<file path="src/rtl/serial_rx_if.sv">
// FIFO write-side bundle between serial_rx (master) and the receive FIFO (slave).
// Entries are {eof, data[31:0]}.
interface serial_rx_if;
    logic        winc;
    logic [32:0] wdata;
    logic        wfull;

    modport master (output winc, output wdata, input wfull);
    modport slave  (input winc, input wdata, output wfull);
endinterface

</file>
<file path="src/rtl/serial_rx.sv">
// Serial frame receiver: hunts for SOF in an LSB-first bit stream, deserializes 32-bit words
// and writes {eof, word} entries into the receive FIFO, one word behind the stream.
module serial_rx #(
    parameter logic [31:0] SOF_WORD = 32'h5a5a5a5a,
    parameter logic [31:0] EOF_WORD = 32'h0f0f0f0f,
    parameter int unsigned CNT_W    = 16
) (
    input  logic             wclk,
    input  logic             wrst_n,
    input  logic             s_in,
    serial_rx_if.master      fifo,
    output logic             in_frame,
    output logic             ovf,
    output logic [CNT_W-1:0] pkt_cnt,
    output logic [CNT_W-1:0] drop_cnt,
    output logic [CNT_W-1:0] empty_cnt
);

    localparam logic [0:0] ST_HUNT = 1'b0;
    localparam logic [0:0] ST_DATA = 1'b1;

    localparam logic [CNT_W-1:0] CNT_ONE = {{(CNT_W-1){1'b0}}, 1'b1};

    logic [0:0]       r_state;
    logic [31:0]      r_sr;
    logic [4:0]       r_bc;
    logic [31:0]      r_hold;
    logic             r_hv;
    logic             r_winc;
    logic [32:0]      r_wdata;
    logic             r_ovf;
    logic [CNT_W-1:0] r_pkt_cnt;
    logic [CNT_W-1:0] r_drop_cnt;
    logic [CNT_W-1:0] r_empty_cnt;

    logic [31:0]      w_nsr;
    logic             w_boundary;
    logic             w_is_eof;
    logic             w_wr_req;
    logic [32:0]      w_entry;

    function automatic logic [CNT_W-1:0] sat_inc(input logic [CNT_W-1:0] v);
        return (&v) ? v : v + CNT_ONE;
    endfunction

    always_comb begin
        w_nsr      = {s_in, r_sr[31:1]};
        w_boundary = (r_state == ST_DATA) && (r_bc == 5'd31);
        w_is_eof   = (w_nsr == EOF_WORD);
        // The held word is written only once the next word reveals whether it was the last.
        w_wr_req   = w_boundary && r_hv;
        w_entry    = {w_is_eof, r_hold};
    end

    always_ff @(posedge wclk or negedge wrst_n) begin
        if (!wrst_n) begin
            r_state     <= ST_HUNT;
            r_sr        <= '0;
            r_bc        <= '0;
            r_hold      <= '0;
            r_hv        <= 1'b0;
            r_winc      <= 1'b0;
            r_wdata     <= '0;
            r_ovf       <= 1'b0;
            r_pkt_cnt   <= '0;
            r_drop_cnt  <= '0;
            r_empty_cnt <= '0;
        end else begin
            r_sr   <= w_nsr;
            r_winc <= 1'b0;

            if (w_wr_req) begin
                if (!fifo.wfull) begin
                    r_winc  <= 1'b1;
                    r_wdata <= w_entry;
                end else begin
                    r_ovf      <= 1'b1;
                    r_drop_cnt <= sat_inc(r_drop_cnt);
                end
            end

            case (r_state)
                ST_HUNT: begin
                    if (w_nsr == SOF_WORD) begin
                        r_state <= ST_DATA;
                        r_bc    <= '0;
                        r_hv    <= 1'b0;
                    end
                end
                default: begin
                    r_bc <= r_bc + 5'd1;
                    if (w_boundary) begin
                        if (w_is_eof) begin
                            r_state <= ST_HUNT;
                            if (r_hv) r_pkt_cnt   <= sat_inc(r_pkt_cnt);
                            else      r_empty_cnt <= sat_inc(r_empty_cnt);
                        end else begin
                            r_hold <= w_nsr;
                            r_hv   <= 1'b1;
                        end
                    end
                end
            endcase
        end
    end

    assign fifo.winc  = r_winc;
    assign fifo.wdata = r_wdata;
    assign in_frame   = (r_state == ST_DATA);
    assign ovf        = r_ovf;
    assign pkt_cnt    = r_pkt_cnt;
    assign drop_cnt   = r_drop_cnt;
    assign empty_cnt  = r_empty_cnt;

endmodule
</file>
<file path="src/flat_wrapper.sv">
// flat-port wrapper written by rule: the top's interface ports become plain ports
module serial_rx_flat 
#(
    parameter logic [31:0] SOF_WORD = 32'h5a5a5a5a,
    parameter logic [31:0] EOF_WORD = 32'h0f0f0f0f,
    parameter int unsigned CNT_W    = 16
)
  (wclk, wrst_n, s_in, in_frame, ovf, pkt_cnt, drop_cnt, empty_cnt, fifo_winc, fifo_wdata, fifo_wfull);
  serial_rx_if fifo_i ();
  input  logic wclk;
  input  logic wrst_n;
  input  logic s_in;
  output logic in_frame;
  output logic ovf;
  output logic [CNT_W-1:0] pkt_cnt;
  output logic [CNT_W-1:0] drop_cnt;
  output logic [CNT_W-1:0] empty_cnt;
  output wire logic [$bits(fifo_i.winc)-1:0] fifo_winc;
  output wire logic [$bits(fifo_i.wdata)-1:0] fifo_wdata;
  input wire logic [$bits(fifo_i.wfull)-1:0] fifo_wfull;
  assign fifo_winc = fifo_i.winc;
  assign fifo_wdata = fifo_i.wdata;
  assign fifo_i.wfull = fifo_wfull;
  serial_rx #(.SOF_WORD(SOF_WORD), .EOF_WORD(EOF_WORD), .CNT_W(CNT_W)) u_core (.wclk(wclk), .wrst_n(wrst_n), .s_in(s_in), .fifo(fifo_i), .in_frame(in_frame), .ovf(ovf), .pkt_cnt(pkt_cnt), .drop_cnt(drop_cnt), .empty_cnt(empty_cnt));
endmodule
</file>
<file path="config.mk">
export PLATFORM = sky130hd
export DESIGN_NAME = serial_rx_flat
export DESIGN_NICKNAME = d
export VERILOG_FILES = /design/src/rtl/serial_rx_if.sv /design/src/rtl/serial_rx.sv /design/src/flat_wrapper.sv
export SDC_FILE = /design/constraint.sdc
export NUM_CORES = 1
export LEC_CHECK = 0
export BUFFER_PORTS_ARGS = -buffer_cell sky130_fd_sc_hd__buf_4
export CELL_PAD_IN_SITES_DETAIL_PLACEMENT = 0
export CELL_PAD_IN_SITES_GLOBAL_PLACEMENT = 1
export CORE_ASPECT_RATIO = 1.4
export CORE_MARGIN = 5
export CORE_UTILIZATION = 45
export DETAILED_ROUTE_END_ITERATION = 8
export PLACE_DENSITY = 0.89
export RECOVER_POWER = 25
export REMOVE_ABC_BUFFERS = 1
export SLEW_MARGIN = 15
export SYNTH_ARGS = -nofsm -noshare
export SYNTH_HDL_FRONTEND = slang
export SYNTH_SLANG_ARGS = --single-unit
</file>
<file path="constraint.sdc">
create_clock -name wclk -period 2.5 [get_ports wclk]
set_input_delay 0.125 -clock wclk [delete_from_list [all_inputs] [get_ports wclk]]
set_output_delay 0.125 -clock wclk [all_outputs]
set_load 0.02 [all_outputs]
</file>
======== After elaboration in Yosys (flattened, before gate mapping) ========
Cells that the tools add are included.
storage, ports and cells
  register bits after elaboration ......... 154
  bits of input ports ..................... 4
  output and inout port bits .............. 84
  logic and storage cells ................. 51
operators by class
  $add $sub $neg .......................... 4
  equal/unequal tests ..................... 5
  multiplexer cells ....................... 12
  bitwise gates (word level) .............. 6
  reduce and logical (&&, ||, !) cells .... 13
operators by type and width
  kind                   number
  $add 16x1->16 const B  3
  $reduce_and 16->1      3
  $eq 32x28->1 const B   1
  $eq 32x31->1 const B   1
  $mux 1                 10
  $mux 5                 2
  $reduce_and 5->1       2
  $reduce_and 3->1       3
  $not 1->1              6
  $add 5x1->5 const B    1
  $eq 5x5->1 const B     1
  $ne 2x2->1 const B     2
  $reduce_and 2->1       2
  $logic_and 1x1->1      2
  $reduce_bool 2->1      1

======== Depth between registers and ports, before layout ========
  depth after elaboration ................. 4
  gate-level depth with buffers ........... 10
  gate-level depth less buffers ........... 8

======== Worst setup path before layout ========
No wires, ideal clock.
  path type ............................... register -> register
  from .................................... register u_core.r_bc[0]
  to ...................................... register u_core.r_wdata[0], in the netlist u_core.fifo.wdata[0]
  arrival ................................. 1,998 ps
  data required time ...................... 2,435 ps
  slack ................................... 437 ps
  stages on the path, launching flop included .. 11
  path through ............................ dfrtp_1 ha_1 and3_1 ha_1 nand3_1 or2_2 clkbuf_1 inv_1 clkbuf_1 nand2_1 nand2_1
on the way
  longest elaborated chain between the ends .. 4
RTL lines
  what                        RTL line         RTL
  start: declaration          serial_rx.sv:26  logic [4:0] r_bc;
  start signal: assignment    serial_rx.sv:91  r_bc <= r_bc + 5'd1;
  $eq 5x5->1                  serial_rx.sv:48  w_boundary = (r_state == ST_DATA) && (r_bc == 5'd31);
  $logic_and 1x1->1           serial_rx.sv:48
  $logic_and 1x1->1           serial_rx.sv:51  w_wr_req = w_boundary && r_hv;
  $reduce_and 2->1 (no line)  -
  end signal: assignment      serial_rx.sv:75  r_wdata <= w_entry;
  end: declaration            serial_rx.sv:30  logic [32:0] r_wdata;
No other way between the ends.
A chain may end at the register's enable or synchronous reset.

======== Worst setup path after layout ========
  from .................................... register u_core.r_bc[0]
  to ...................................... register u_core.r_drop_cnt[15], in the netlist u_core.drop_cnt[15]
on the way
  longest elaborated chain between the ends .. 4
RTL lines
  what                        RTL line         RTL
  $eq 5x5->1                  serial_rx.sv:48
  $logic_and 1x1->1           serial_rx.sv:48
  $logic_and 1x1->1           serial_rx.sv:51
  $reduce_and 3->1 (no line)  -
  end signal: assignment      serial_rx.sv:78  r_drop_cnt <= sat_inc(r_drop_cnt);
  end: declaration            serial_rx.sv:33  logic [CNT_W-1:0] r_drop_cnt;
No other way between the ends.

==> impl.org <==
** Logic synthesis
- After synthesis, the share of flip-flops with an asynchronous set or reset is 100.0%.
- The commonest cells after synthesis are sky130_fd_sc_hd__dfrtp_1 (153), sky130_fd_sc_hd__nand2_1 (114), sky130_fd_sc_hd__mux2_2 (35).
- Average size of a mapped cell :: 11.95 um^2
- The number of different library cells used by synthesis comes to 38.
- Count of state elements after synthesis :: 153
- Syn Std Cell Area :: 6047 um^2
- Counting flops with a built-in enable in the synthesized netlist gives 0.
- In this run the biggest area consumer among cell types represents 63.31% of the synthesized area.
- For this run, the register share of the synthesized area comes to 63.31%.
- Synthesis handed over a netlist of 506 instances.
- The most used flip-flop cell after synthesis is sky130_fd_sc_hd__dfrtp_1.
- Top area cells in the synthesized netlist :: sky130_fd_sc_hd__dfrtp_1 (63%), sky130_fd_sc_hd__nand2_1 (7.1%), sky130_fd_sc_hd__mux2_2 (6.5%), sky130_fd_sc_hd__xnor2_1 (4.6%), sky130_fd_sc_hd__nand3_1 (2.5%)
- Summed over all instances, the cell type with the most area after synthesis is sky130_fd_sc_hd__dfrtp_1.
- Dominant cell by count in the synthesized netlist :: sky130_fd_sc_hd__dfrtp_1
- During synthesis, Yosys emitted a total of 0 warnings.

** Timing
- The number of slew-limit violations in the final report is 74.
- Worst clock skew :: 11.86 ps
- Static timing analysis puts the maximum clock frequency at 443.4 MHz.
- On the final layout, the worst hold slack is 162.6 ps.
- The worst pin sits at a relative slew slack of -23.18%.
- Setup violations remaining at the end of the flow were counted as 0.
- Of the available clock period, the critical path in the final layout requires 90.22%.
- Hold Fails Final Rpt :: 0
- Worst-margin pin slew :: 1848 ps
- Setup repair after global routing could not meet its margin everywhere.
- In the post-route analysis, the smallest setup slack over all paths is 244.6 ps.
- After layout, the minimum clock period comes to 2255 ps.

** Critical path
- Data required time of the worst path :: 2830 ps
- STA classifies the critical path startpoint as a flop.
- Reg-to-Reg Start :: u_core.r_bc[0]
- CP endpoint kind :: flop
- Most Frequent Cell on Critical Path :: sky130_fd_sc_hd__ha_1
- The critical path contains buffers and inverters numbering 0 combined.
- Worst EP arrival :: 2590 ps
- Crit-path max FO :: 6
- Kind of critical path :: reg -> reg
- The endpoint identified for the worst register-to-register timing path is u_core.drop_cnt[15].
- The signal on the critical path passes through ha_1 -> and3_1 -> ha_1 -> nand4_1 -> nor3_2 -> o311ai_0 -> nor3_1 -> xor2_1.
- The most critical setup path has its endpoint at u_core.drop_cnt[15].
- Depth of the critical timing path with buffers and inverters included :: 8
- Logic depth of the worst register-to-register path :: 8
- Critical path's slowest cell :: sky130_fd_sc_hd__dfrtp_1
- For this run, the slowest stage of the critical path takes 390 ps.
- The critical path starts at u_core.r_bc[0].
- Register-to-register setup slack :: 240 ps
- Among cell families on the critical path, the largest total delay comes from simple AND/OR/NAND/NOR gates.

** Pwr
- The analysis attributes to net switching a power of 1047 uW.
- Fraction of power consumed by combinational cells :: 1.3%
- The clock network burns 49.0% of the power.
- Internal power :: 4040 uW
- Registers are responsible for 49.7% of the overall power.
- Peak supply drop :: 0.3976 mV
- Net switching fraction of the power :: 20.59%
- Power per standard cell area :: 671.1 nW/um^2
- For this design the static power due to leakage is 0.003826 uW.

** CTS
- TritonCTS built the clock tree.
- The number of clock buffers added by TritonCTS is 17.
- Clock-pin slew was measured on the worst setup and hold paths at 60 ps.
- Counting along the longest clock path gives a buffer depth of 2.
- TritonCTS Sinks :: 153
- The tree is rooted in a sky130_fd_sc_hd__clkbuf_16.
- Once the clock tree was built, the setup fixing pass inserted 0 buffers.
- Clock latency at the later pin of the worst-skew pair :: 410 ps
- H-tree levels :: 4

** Place
- Count of port buffers added during placement :: 87
- At the placement stage, the worst setup path has a slack of 227.3 ps.
- Placed wire-length estimate after detailed placement :: 8581 um
- Routability Congestion :: 0.8118
- After detailed placement, the design holds a cell count of 773.

** Routing
- In the routed design, unresolved DRC markers number 0.
- Detailed routing inserted a total of 4087 vias.
- The detailed router finished its first iteration with 170 violations.
- Number of antenna-violating nets in the routed design :: 0
- Total wirelength of the detailed-routed design :: 12180 um
- Before antenna repair, the detailed router went through 4 iterations.
- Via-per-instance ratio :: 5.064
- After detailed routing, the average wire length per cell comes to 15.09 um.

** Final layout
- From synthesis to final layout, the design area changed by 25.37%.
- At the end of the flow the core is filled with cells to 57.16%.
- Number of inserted diodes :: 0
- Final net count :: 621
- The finished layout holds 807 standard cells, fillers aside.
- Fraction of layout instances using a drive strength above 1 :: 27.84%

** Global route
- Number of global-route vias before repair :: 4304
- Overall fraction of global-route tracks in use :: 16.45%
- After global routing the overflow that remains totals 0.
- The initial antenna violation count came to 0.
- Global-route wire length before repair :: 20960 um
- Entering global routing, the biggest net connects 75 pins.

** Worst hold path
- Worst hold start :: fifo_wfull
- The tightest min-delay check is of the in -> reg type.

** Outcome
- The checks that failed: max-capacitance violations, max-slew violations.
- The run finished, with violations left.

** Die
- Pin placement for this block handled 88 I/O pins.
- The region available for standard cell placement spans 13260 um^2.
- The die covers 15890 um^2.
- Row generation in the floorplan step produced 50 rows.
- The initial utilization of the core area, before any placement, comes to 45.59%.
- Measured along the y axis, the die boundary spans 147.2 um.
- Measured along the x axis, the die boundary spans 108.0 um.

** Run
- The tool flagged a number of max-cap violations equal to 1.
==> cell usage in the layout (no fill, tap or decap), types with 3 or more instances in the layout <==
cell,n
sky130_fd_sc_hd__inv_1,8
sky130_fd_sc_hd__xnor2_1,32
sky130_fd_sc_hd__nor3_1,8
sky130_fd_sc_hd__clkinv_2,4
sky130_fd_sc_hd__dfrtp_1,153
sky130_fd_sc_hd__mux2_2,35
sky130_fd_sc_hd__nor4_1,7
sky130_fd_sc_hd__clkbuf_1,3
sky130_fd_sc_hd__and3_1,7
sky130_fd_sc_hd__clkinvlp_4,3
sky130_fd_sc_hd__nand3_1,30
sky130_fd_sc_hd__nand2_1,114
sky130_fd_sc_hd__xor2_1,11
sky130_fd_sc_hd__and4bb_2,5
sky130_fd_sc_hd__o21ai_0,9
sky130_fd_sc_hd__ha_1,5
sky130_fd_sc_hd__a31oi_1,4
sky130_fd_sc_hd__clkbuf_16,17
sky130_fd_sc_hd__nand4_1,20
sky130_fd_sc_hd__nor2_1,12
sky130_fd_sc_hd__nor4bb_1,6
sky130_fd_sc_hd__nand2b_1,4
sky130_fd_sc_hd__buf_4,95
==> tightest hold or removal path: stages <==
cell and delay, ps:
sky130_fd_sc_hd__buf_4 110, sky130_fd_sc_hd__nand4_1 190, sky130_fd_sc_hd__nand2b_1 90
==> state kept, by name, summed over array words and instances, names as in the netlist <==
name               cells
u_core.ovf             1
u_core.r_hv            1
u_core.fifo.winc       1
u_core.drop_cnt       16
u_core.r_hold         32
u_core.pkt_cnt        16
u_core.r_bc            5
u_core.r_sr           31
u_core.empty_cnt      16
u_core.in_frame        1
u_core.fifo.wdata     33
==> metal layers <==
metal,up-vias,GRT usage (%),share of wire [%]
met2,77,28.61,53
met3,15,4.703,4.4
met5,-,0,0
met4,0,4.801,1.1
met1,2043,19.70,41
li1,1952,-,-
==> power groups by stage <==
stage,Combinational (uW),Clock (uW),Sequential (uW)
floorplan,9.99,0,2560
global placement,69.8,0,2570
detailed placement,71.8,0,2570
CTS,74.7,2540,2530
global route,81.4,2650,2530
finish,68.5,2490,2530
==> timing repair <==
action                                  CTS  global route
endpoints found under the setup margin    0             4
resized for setup                         0             2
hold endpoints to repair                 73             0
hold buffers                              2             0
==> stage by stage <==
stage / instance area [um^2] / power (uW) / setup TNS [ps]
final: 7581 / 5087 / 0
after global routing: 7581 / 5265 / -134.2
after CTS: 7581 / 5140 / 0
after detailed placement: 6980 / 2645 / 0
after global placement: 6980 / 2641 / 0
after floorplan: 5981 / 2571 / 0
==> layout make-up <==
cell class / instances / area, um^2
clock buffer: 21 / 460.4
tap: 182 / 227.7
timing repair buffer: 101 / 782.0
multi-input combinational: 331 / 2132
sequential: 153 / 3829
inverter: 8 / 30.03
clock inverter: 11 / 120.1
fill: 1146 / 5682
==> worst min path at each step <==
stage,to,slack [ps],cells past startpoint
floorplan,u_core.drop_cnt[0],-170,0
global placement,u_core.fifo.wdata[16],180,1
detailed placement,u_core.fifo.wdata[27],200,1
CTS,u_core.ovf,110,3
global route,u_core.ovf,200,3
finish,u_core.ovf,160,3
==> kinds of logic (layout without fill, tap and decap cells) <==
| group | Yosys count | in the layout | share of synthesized area [%] |
|---|---|---|---|
| multiplexers | 37 | 37 | 6.849 |
| buffers and inverters | 22 | 141 | 1.593 |
| adder cells (fa/ha/maj) | 5 | 5 | 1.035 |
| XOR/XNOR | 44 | 44 | 6.497 |
| AND/OR/NAND/NOR | 226 | 226 | 18.87 |
| flip-flops | 153 | 153 | 63.31 |
| AO/OA/AOI/OAI | 19 | 19 | 1.842 |
(Power assumes the default switching activity.)
